$ cat src/rtl/axis_test_pattern_gen_pkg.sv
// rtl/axis_test_pattern_gen_pkg.sv - shared video package: TPG state encoding, pattern selects, helpers
package axis_test_pattern_gen_pkg;

    typedef enum logic [1:0] {
        ST_IDLE   = 2'd0,
        ST_WAIT   = 2'd1,
        ST_ACTIVE = 2'd2
    } tpg_state_t;

    localparam logic [1:0] PAT_HRAMP    = 2'd0;
    localparam logic [1:0] PAT_VRAMP    = 2'd1;
    localparam logic [1:0] PAT_CHECKER  = 2'd2;
    localparam logic [1:0] PAT_FRAMENUM = 2'd3;

    // Saturating increment keeps long idle gaps from wrapping the pacing counter.
    function automatic logic [31:0] sat_inc32(input logic [31:0] v);
        return (v == 32'hFFFF_FFFF) ? v : v + 32'd1;
    endfunction

endpackage

$ cat src/rtl/tpg_pixel_gen.sv
// rtl/tpg_pixel_gen.sv - combinational pattern function (x, y, frame number, pattern) -> pixel value
module tpg_pixel_gen
    import axis_test_pattern_gen_pkg::*;
#(
    parameter int IMG_WIDTH_MAX   = 16,
    parameter int IMG_HEIGHT_MAX  = 16,
    parameter int AXIS_DATA_WIDTH = 8
)(
    input  logic [IMG_WIDTH_MAX-1:0]   i_x,
    input  logic [IMG_HEIGHT_MAX-1:0]  i_y,
    input  logic [31:0]                i_frame_num,
    input  logic [1:0]                 i_pattern,
    output logic [AXIS_DATA_WIDTH-1:0] o_data
);

    typedef logic [AXIS_DATA_WIDTH-1:0] data_t;

    // Size casts truncate or zero-extend each source to the pixel width.
    always_comb begin
        o_data = '0;
        case (i_pattern)
            PAT_HRAMP:    o_data = data_t'(i_x);
            PAT_VRAMP:    o_data = data_t'(i_y);
            PAT_CHECKER:  o_data = (i_x[3] ^ i_y[3]) ? '1 : '0;
            PAT_FRAMENUM: o_data = data_t'(i_frame_num);
            default:      o_data = '0;
        endcase
    end

endmodule

$ cat src/rtl/axis_test_pattern_gen.sv
// rtl/axis_test_pattern_gen.sv - AXI-Stream video test pattern source; TPG_FRAME_PACING_EN adds frame pacing
module axis_test_pattern_gen
    import axis_test_pattern_gen_pkg::*;
#(
    parameter int IMG_WIDTH_MAX   = 16,
    parameter int IMG_HEIGHT_MAX  = 16,
    parameter int AXIS_DATA_WIDTH = 8
)(
    input  logic                       i_axi_clk,
    input  logic                       i_axi_rst,
    input  logic                       i_enable,
    input  logic [IMG_WIDTH_MAX-1:0]   i_width,
    input  logic [IMG_HEIGHT_MAX-1:0]  i_height,
    input  logic [1:0]                 i_pattern,
    input  logic [31:0]                i_frame_interval,
    output logic                       o_axis_out_tuser,
    output logic                       o_axis_out_tvalid,
    input  logic                       i_axis_out_tready,
    output logic                       o_axis_out_tlast,
    output logic [AXIS_DATA_WIDTH-1:0] o_axis_out_tdata,
    output logic                       o_busy,
    output logic                       o_overrun,
    output logic                       o_cfg_error,
    output logic [31:0]                o_frame_count
);

    typedef logic [IMG_WIDTH_MAX-1:0]  xw_t;
    typedef logic [IMG_HEIGHT_MAX-1:0] yw_t;

    tpg_state_t                 r_state;
    xw_t                        r_x;
    xw_t                        r_width;
    yw_t                        r_y;
    yw_t                        r_height;
    logic [1:0]                 r_pattern;
    logic                       r_tvalid;
    logic                       r_tuser;
    logic                       r_tlast;
    logic [AXIS_DATA_WIDTH-1:0] r_tdata;
    logic                       r_busy;
    logic                       r_overrun;
    logic                       r_cfg_error;
    logic [31:0]                r_frame_count;

    logic                       w_accept;
    logic                       w_row_end;
    logic                       w_frame_end;
    logic                       w_cfg_zero;
    logic                       w_pace_ok;
    logic                       w_overrun_hit;
    logic                       w_launch;
    xw_t                        w_next_x;
    yw_t                        w_next_y;
    xw_t                        w_gen_x;
    yw_t                        w_gen_y;
    xw_t                        w_gen_width;
    logic [1:0]                 w_gen_pattern;
    logic                       w_gen_tlast;
    logic [AXIS_DATA_WIDTH-1:0] w_gen_data;

    assign w_accept    = r_tvalid && i_axis_out_tready;
    assign w_row_end   = (r_x == r_width - xw_t'(1));
    assign w_frame_end = w_row_end && (r_y == r_height - yw_t'(1));
    assign w_next_x    = w_row_end ? '0 : r_x + xw_t'(1);
    assign w_next_y    = w_row_end ? r_y + yw_t'(1) : r_y;
    assign w_cfg_zero  = (i_width == '0) || (i_height == '0);
    assign w_launch    = (r_state == ST_WAIT) && i_enable && w_pace_ok && !w_cfg_zero;

`ifdef TPG_FRAME_PACING_EN
    logic [31:0] r_pace_cnt;

    // Restarts at 1 on the SOF launch cycle so SOFs land exactly one interval apart.
    always_ff @(posedge i_axi_clk) begin
        if (i_axi_rst) begin
            r_pace_cnt <= '0;
        end else if (w_launch) begin
            r_pace_cnt <= 32'd1;
        end else begin
            r_pace_cnt <= sat_inc32(r_pace_cnt);
        end
    end

    assign w_pace_ok     = (r_pace_cnt >= i_frame_interval);
    assign w_overrun_hit = w_pace_ok && (i_frame_interval > 32'd1);
`else
    logic w_unused_interval;

    assign w_unused_interval = ^i_frame_interval;
    assign w_pace_ok         = 1'b1;
    assign w_overrun_hit     = 1'b0;
`endif

    // Outside ACTIVE the generator previews the SOF pixel from the live config inputs.
    assign w_gen_x       = (r_state == ST_ACTIVE) ? w_next_x  : '0;
    assign w_gen_y       = (r_state == ST_ACTIVE) ? w_next_y  : '0;
    assign w_gen_width   = (r_state == ST_ACTIVE) ? r_width   : i_width;
    assign w_gen_pattern = (r_state == ST_ACTIVE) ? r_pattern : i_pattern;
    assign w_gen_tlast   = (w_gen_x == w_gen_width - xw_t'(1));

    tpg_pixel_gen #(
        .IMG_WIDTH_MAX   (IMG_WIDTH_MAX),
        .IMG_HEIGHT_MAX  (IMG_HEIGHT_MAX),
        .AXIS_DATA_WIDTH (AXIS_DATA_WIDTH)
    ) u_pixel_gen (
        .i_x         (w_gen_x),
        .i_y         (w_gen_y),
        .i_frame_num (r_frame_count),
        .i_pattern   (w_gen_pattern),
        .o_data      (w_gen_data)
    );

    always_ff @(posedge i_axi_clk) begin
        if (i_axi_rst) begin
            r_state       <= ST_IDLE;
            r_x           <= '0;
            r_y           <= '0;
            r_width       <= '0;
            r_height      <= '0;
            r_pattern     <= PAT_HRAMP;
            r_tvalid      <= 1'b0;
            r_tuser       <= 1'b0;
            r_tlast       <= 1'b0;
            r_tdata       <= '0;
            r_busy        <= 1'b0;
            r_overrun     <= 1'b0;
            r_cfg_error   <= 1'b0;
            r_frame_count <= '0;
        end else begin
            r_overrun <= 1'b0;
            case (r_state)
                ST_IDLE: begin
                    r_cfg_error <= 1'b0;
                    if (i_enable) begin
                        r_state <= ST_WAIT;
                    end
                end
                ST_WAIT: begin
                    if (!i_enable) begin
                        r_state     <= ST_IDLE;
                        r_cfg_error <= 1'b0;
                    end else if (w_pace_ok) begin
                        r_cfg_error <= w_cfg_zero;
                        if (!w_cfg_zero) begin
                            r_width   <= i_width;
                            r_height  <= i_height;
                            r_pattern <= i_pattern;
                            r_x       <= '0;
                            r_y       <= '0;
                            r_tvalid  <= 1'b1;
                            r_tuser   <= 1'b1;
                            r_tlast   <= w_gen_tlast;
                            r_tdata   <= w_gen_data;
                            r_busy    <= 1'b1;
                            r_state   <= ST_ACTIVE;
                        end
                    end
                end
                ST_ACTIVE: begin
                    if (w_accept) begin
                        if (w_frame_end) begin
                            r_tvalid      <= 1'b0;
                            r_tuser       <= 1'b0;
                            r_tlast       <= 1'b0;
                            r_busy        <= 1'b0;
                            r_frame_count <= r_frame_count + 32'd1;
                            r_overrun     <= w_overrun_hit;
                            r_state       <= i_enable ? ST_WAIT : ST_IDLE;
                        end else begin
                            r_x     <= w_next_x;
                            r_y     <= w_next_y;
                            r_tuser <= 1'b0;
                            r_tlast <= w_gen_tlast;
                            r_tdata <= w_gen_data;
                        end
                    end
                end
                default: begin
                    r_state <= ST_IDLE;
                end
            endcase
        end
    end

    assign o_axis_out_tuser  = r_tuser;
    assign o_axis_out_tvalid = r_tvalid;
    assign o_axis_out_tlast  = r_tlast;
    assign o_axis_out_tdata  = r_tdata;
    assign o_busy            = r_busy;
    assign o_overrun         = r_overrun;
    assign o_cfg_error       = r_cfg_error;
    assign o_frame_count     = r_frame_count;

endmodule

$ cat config.mk
export PLATFORM = sky130hd
export DESIGN_NAME = axis_test_pattern_gen
export DESIGN_NICKNAME = d
export VERILOG_FILES = /design/src/rtl/axis_test_pattern_gen_pkg.sv /design/src/rtl/tpg_pixel_gen.sv /design/src/rtl/axis_test_pattern_gen.sv
export SDC_FILE = /design/constraint.sdc
export NUM_CORES = 1
export LEC_CHECK = 0
export ABC_AREA = 1
export CELL_PAD_IN_SITES_DETAIL_PLACEMENT = 2
export CELL_PAD_IN_SITES_GLOBAL_PLACEMENT = 2
export CORE_ASPECT_RATIO = 0.7
export CORE_MARGIN = 2
export CORE_UTILIZATION = 32
export CTS_CLUSTER_DIAMETER = 30
export DETAILED_ROUTE_END_ITERATION = 10
export GPL_TIMING_DRIVEN = 0
export PLACE_DENSITY = 0.87
export SLEW_MARGIN = 25
export SYNTH_ARGS = -nofsm -noshare
export SYNTH_HDL_FRONTEND = slang
export SYNTH_HIERARCHICAL = 1
export SYNTH_SLANG_ARGS = --single-unit
$ cat constraint.sdc
create_clock -name i_axi_clk -period 4.14 [get_ports i_axi_clk]
set_input_delay 1.242 -clock i_axi_clk [delete_from_list [all_inputs] [get_ports i_axi_clk]]
set_output_delay 1.242 -clock i_axi_clk [all_outputs]
set_load 0.03 [all_outputs]
==> impl_metrics.py, run 1 <==
metrics = {
    "run_status": {
        "status": "complete, no violations",
    },
    "placed_design": {
        "dp_cells": 1757,
        "portBuffers": 82,
        "hpwl_microns": 29600,
        "place_congestion": 0.922,
    },
    "timing": {
        "slew_viol_final": 0,
        "finalSetupViolations": 0,
        "fmax_mhz": 251,
        "skew_ps": 14.3,
        "tns_ps": 0,
        "tightest_slew_ps": 883,
        "relSlewSlack_pct": 41.1,
        "fin_crit_ps": 3980,
        "rsz0062_at_grt": "false",
        "post-route-period-util_pct": 96.1,
        "hold_violations": 0,
    },
    "clocking": {
        "clkSlewWorstSetupHoldPaths_ps": 80,
        "htreeDepth": 3,
        "ctsHoldBuffers": 0,
        "clockBufferDepth": 2,
        "cts_root_buffer": "clkbuf_16",
        "cts_tree": "yes",
        "cts_sinks": 112,
        "cts_made_buffers": 9,
        "insertion_delay_ps": 380,
    },
    "floorplanning": {
        "fp.dieH_microns": 139,
        "design.core.area_sq_um": 25600,
        "die_w_microns": 196,
        "rows": 49,
        "io_pins": 116,
        "dieArea_sq_um": 27200,
        "start_util_pct": 32.4,
    },
    "power": {
        "leakage_uw": 0.00408,
        "vdd.ir_drop.worst_v": 0.000234,
        "clockPowerShare_pct": 25.8,
        "p_per_area_nw_per_um2": 391,
        "switching_share_pct": 43.0,
        "intPower_uw": 2190,
        "power_frac_comb_pct": 39.6,
        "p_sw_uw": 1650,
        "seqPwrFrac_pct": 34.6,
    },
    "global_routing": {
        "grt_max_degree": 18,
        "grt_pass1_vias": 10100,
        "globalRouteTotalUtil_pct": 27.8,
        "grt.overflow.total": 0,
        "grt_pass1_wl_microns": 58500,
        "antenna_found_initial": 0,
    },
    "hold_path": {
        "hold_class": "reg2reg",
    },
    "run": {
        "drv_cap": 0,
    },
    "layout": {
        "area_delta_synth_final_pct": 18.9,
        "fin_nets": 1513,
        "diodes": 0,
        "finalNonFillerCells": 1773,
        "drive_gt1_share_pct": 6.17,
    },
    "logic_synthesis": {
        "yosysWarnings": 6,
        "syn_inst": 1344,
        "syn_nets": 1420,
        "avgSynthCellArea_sq_um": 6.16,
        "syn_area_sq_um": 8270,
    },
    "setup_path": {
        "end_kind": "register",
        "critPathMaxFanout": 10,
        "path_class": "in2reg",
        "crit_chain": "clkdlybuf4s50_1 -> nor4_1 -> nand4_1 -> nand3_1 -> a21oi_1 -> nand2_2 -> inv_2 -> clkbuf_1 -> o21ai_0 -> nor2_1",
        "cp.arrival_ps": 4300,
        "crit_required_ps": 4470,
        "cp_num_buf_inv": 3,
        "slowest_stage": "clkbuf_1",
        "max_stage_delay_ps": 610,
        "cp_top_family": "buffers and inverters",
        "start_kind": "input pin",
    },
    "detailed_routing": {
        "wl_microns": 37200,
        "remaining_drc_errors": 0,
        "first_pass_iters": 5,
        "vias": 9504,
        "ant_nets": 0,
        "vias_per_cell": 5.36,
        "drt_iter0_drc": 616,
        "post_drt_wl_per_cell_microns": 21.0,
    },
}
-- cells in the final DEF, fill, tap and decap left out, types with 2 or more instances in the layout --
master	instances
nand2_1	283
inv_1	182
nor2_1	164
dfxtp_1	112
o21ai_0	108
nand3_1	96
a21oi_1	89
clkdlybuf4s50_1	82
xor2_1	59
nand4_1	40
nor3_1	32
clkbuf_1	23
xnor2_1	16
nor4_1	14
buf_2	11
nor2_2	10
o21ai_1	10
nand3b_1	9
a211oi_1	9
clkbuf_16	9
inv_2	8
nand2_2	8
nor2_4	7
buf_6	7
ha_1	6
nand3_2	4
buf_4	4
and2_1	3
o21bai_1	3
a211oi_2	3
buf_1	3
and3_1	2
or2_1	2
inv_4	2
nor3_2	2
clkinv_2	2
o21a_1	2
bufinv_16	2
-- area by class of cell --
type	instances	area (sq um)
timing repair buffer	82	821
tap	331	414
multi-input combinational	992	5060
buffer	47	259
sequential	112	2240
fill	3225	15700
clock buffer	11	233
inverter	193	731
clock inverter	5	81.3
-- power by group through the flow --
stage | Combinational [uW] | Sequential (uW) | Clock [uW]
floorplan | 969 | 1320 | 0
global placement | 1390 | 1340 | 0
detailed placement | 1480 | 1350 | 0
CTS | 1500 | 1320 | 1010
global route | 1680 | 1340 | 1050
finish | 1520 | 1330 | 994
-- tightest hold or removal path: cells and delay by family, from the launching register on --
kind,cells,cell delay (ps)
buffers and inverters,1,60
AO/OA/AOI/OAI,1,50
flip-flops,1,320
-- final timing paths --
path | cells after the start | slack (ps) | start | endpoint
max | 10 | 160 | i_width[15] | r_y[14]
min | 2 | 470 | r_height[15] | r_height[15]
max reg2reg | 18 | 280 | r_width[0] | o_axis_out_tdata[1]
min reg2reg | 2 | 470 | r_height[15] | r_height[15]
-- timing repair --
item                       4_1_cts  5_1_grt
setup endpoints to repair        3        2
hold endpoints to repair         0        0
setup buffers                    0        0
resized for setup                1        1
-- routing by layer --
layer / GRT usage (%) / up-vias / part of all wire (%)
met1: 41.5 / 4782 / 51
met5: 0 / - / 0
met2: 42.4 / 175 / 43
li1: - / 4521 / -
met3: 3.95 / 26 / 4.9
met4: 5.90 / 0 / 1.3
-- sequential cells by signal, summed over array words and instances (netlist names) --
register          count
r_pattern             2
o_axis_out_tdata      8
o_busy                1
r_y                  16
r_height             16
o_frame_count        32
o_axis_out_tuser      1
o_cfg_error           1
r_state               2
o_axis_out_tlast      1
r_x                  16
r_width              16
-- through the flow --
stage | utilization [%] | cell area (sq um) | power, uW | setup slack [ps] | hold WS (ps)
3_5_place_dp | 37.2 | 9510 | 2830 | -356 | 459
5_1_grt | 38.5 | 9840 | 4070 | 14.2 | 495
3_3_place_gp | 37.2 | 9510 | 2730 | -107 | 435
2_1_floorplan | - | 8270 | 2290 | 1280 | 425
4_1_cts | 38.4 | 9830 | 3840 | 215 | 474
6_report | 38.5 | 9840 | 3850 | 162 | 472
No activity file was read; power rests on OpenSTA's default activity.
==> inputs of run 2 (changes only) <==
- CORE_UTILIZATION: 32 -> 33
- CTS_BUF_LIST: default -> sky130_fd_sc_hd__clkbuf_4 sky130_fd_sc_hd__clkbuf_8
- PLACE_DENSITY: 0.87 -> 0.89
==> run 2 against run 1 <==
Compared with the run above: first-iteration DRC count down 1.3%; clock skew up 14 ps; register-to-register slack worse by 80 ps; critical path type is now reg2reg; highest routed layer unchanged.
==> impl_metrics.py, run 2 (synthesis gave the netlist of run 1 again) <==
metrics = {
    "setup_path": {
        "critPathMaxFanout": 10,
        "cp_num_buf_inv": 2,
        "crit_top_cell": "nor2_1",
        "max_stage_delay_ps": 380,
        "path_class": "reg2reg",
        "cp.arrival_ps": 4250,
        "slowest_stage": "nor2_1",
        "cp_top_family": "simple AND/OR/NAND/NOR gates",
        "crit_chain": "inv_2 -> ha_1 -> nand3_2 -> nor2_1 -> nand2_1 -> nand3_1 -> nand2_1 -> nor3_1 -> nand3_1 -> buf_2 -> nor2_2 -> nor2_1 -> nor2_1 -> nand2_1 -> nand3_4 -> nand3_1 -> o21ai_0 -> nor2_1",
        "end_kind": "register",
        "crit_required_ps": 4450,
        "start_kind": "register",
    },
    "clocking": {
        "ctsHoldBuffers": 0,
        "insertion_delay_ps": 430,
        "cts_tree": "yes",
        "cts_setup_buffers": 0,
        "htreeDepth": 3,
        "post_cts_resized": 0,
        "clkSlewWorstSetupHoldPaths_ps": 130,
        "cts_root_buffer": "clkbuf_8",
        "cts_sinks": 112,
        "cts_made_buffers": 9,
        "clockBufferDepth": 2,
    },
    "placed_design": {
        "portBuffers": 82,
        "placed_area_sq_um": 9500,
        "hpwl_microns": 30500,
        "place_congestion": 0.895,
    },
    "timing": {
        "post-route-period-util_pct": 95.2,
        "relSlewSlack_pct": 38.0,
        "rsz0062_at_grt": "false",
        "slew_viol_final": 0,
        "fmax_mhz": 254,
        "fin_crit_ps": 3940,
        "finalSetupViolations": 0,
        "hold_violations": 0,
        "tightest_slew_ps": 920,
        "skew_ps": 28.3,
    },
    "floorplanning": {
        "rows": 48,
        "design.core.area_sq_um": 24600,
        "start_util_pct": 33.6,
        "dieArea_sq_um": 26400,
        "io_pins": 116,
        "fp.dieH_microns": 136,
        "die_w_microns": 193,
    },
    "power": {
        "vdd.ir_drop.worst_v": 0.000159,
        "p_per_area_nw_per_um2": 374,
        "leakage_uw": 0.00404,
    },
    "layout": {
        "diodes": 0,
        "largest_reg_flops": 32,
        "fin_area_sq_um": 9720,
        "drive_gt1_share_pct": 6.24,
        "final_common_cell": "nand2_1",
        "fin_nets": 1513,
        "final_cell_mix": "283 x nand2_1, 182 x inv_1, 164 x nor2_1",
        "area_delta_synth_final_pct": 17.4,
        "finish.utilization_pct": 39.5,
    },
    "detailed_routing": {
        "post_drt_wl_per_cell_microns": 21.4,
        "drt_iter0_drc": 608,
        "first_pass_iters": 5,
        "remaining_drc_errors": 0,
        "vias": 9586,
        "ant_nets": 0,
        "wl_microns": 37800,
        "vias_per_cell": 5.43,
    },
    "global_routing": {
        "grt_pass1_wl_microns": 58800,
        "antenna_found_initial": 0,
        "grt.overflow.total": 0,
        "globalRouteTotalUtil_pct": 28.7,
        "grt_pass1_vias": 10301,
        "grt_max_degree": 20,
    },
    "run_status": {
        "status": "complete, no violations",
    },
    "run": {
        "drv_cap": 0,
    },
    "hold_path": {
        "hold_class": "reg2reg",
    },
}
run 2: cell types whose count changed in the layout (fill, tap and decap cells not counted), sizes merged:
cell / previous run / this run
bufinv: 2 / 1
clkinv: 3 / 2
clkinvlp: 1 / 0
inv: 192 / 195
run 2: path summary, 6_finish.rpt:
path | slack, ps | end | cells past startpoint | start
worst max register to register | 200 | o_axis_out_tdata[1] | 18 | r_width[0]
worst max-delay path | 200 | o_axis_out_tdata[1] | 18 | r_width[0]
worst min-delay path | 470 | r_pattern[0] | 2 | r_pattern[0]
worst min register to register | 470 | r_pattern[0] | 2 | r_pattern[0]
run 2: worst reg2reg max path, delay by kind of cell (launching register included):
| family | cells | cell delay, ps |
|---|---|---|
| flip-flops | 1 | 370 |
| adder cells (fa/ha/maj) | 1 | 240 |
| AND/OR/NAND/NOR | 14 | 2460 |
| AO/OA/AOI/OAI | 1 | 320 |
| buffers and inverters | 2 | 460 |
run 2: metal layers:
metal | vias to the layer above | track usage (%) | share of wire [%]
met5 | - | 0 | 0
met4 | 0 | 6.19 | 1.2
met3 | 31 | 4.39 | 4.6
met2 | 213 | 46.1 | 44
met1 | 4821 | 40.6 | 50
li1 | 4521 | - | -
run 2: final cells by class:
class / instances / area, sq um
multi-input combinational: 992 / 5040
fill: 3127 / 14900
inverter: 193 / 731
timing repair buffer: 82 / 821
clock buffer: 11 / 145
buffer: 47 / 259
clock inverter: 5 / 70.1
sequential: 112 / 2240
tap: 325 / 407
run 2: metrics by stage:
stage / worst slack [ps] / hold slack, ps / power [uW] / TNS [ps] / cells
final: 198 / 473 / 3640 / 0 / 1767
after global routing: 4.81 / 495 / 3850 / 0 / 1767
after CTS: 230 / 476 / 3610 / 0 / 1767
after detailed placement: -204 / 458 / 2830 / -2090 / 1751
after global placement: -84.9 / 436 / 2730 / -548 / 1751
after floorplan: 1280 / 425 / 2290 / 0 / 1344
run 2: where the power goes:
group	switching, uW	internal (uW)	total, uW
clock network	463	316	780
registers	151	1180	1330
logic	1040	481	1530
total	1660	1980	3640
==> inputs of run 3 (changes only) <==
- SKIP_CTS_REPAIR_TIMING: default -> 1
==> results of run 3 <==
The final DEF is identical to that of run 2; final timing and power are the same.
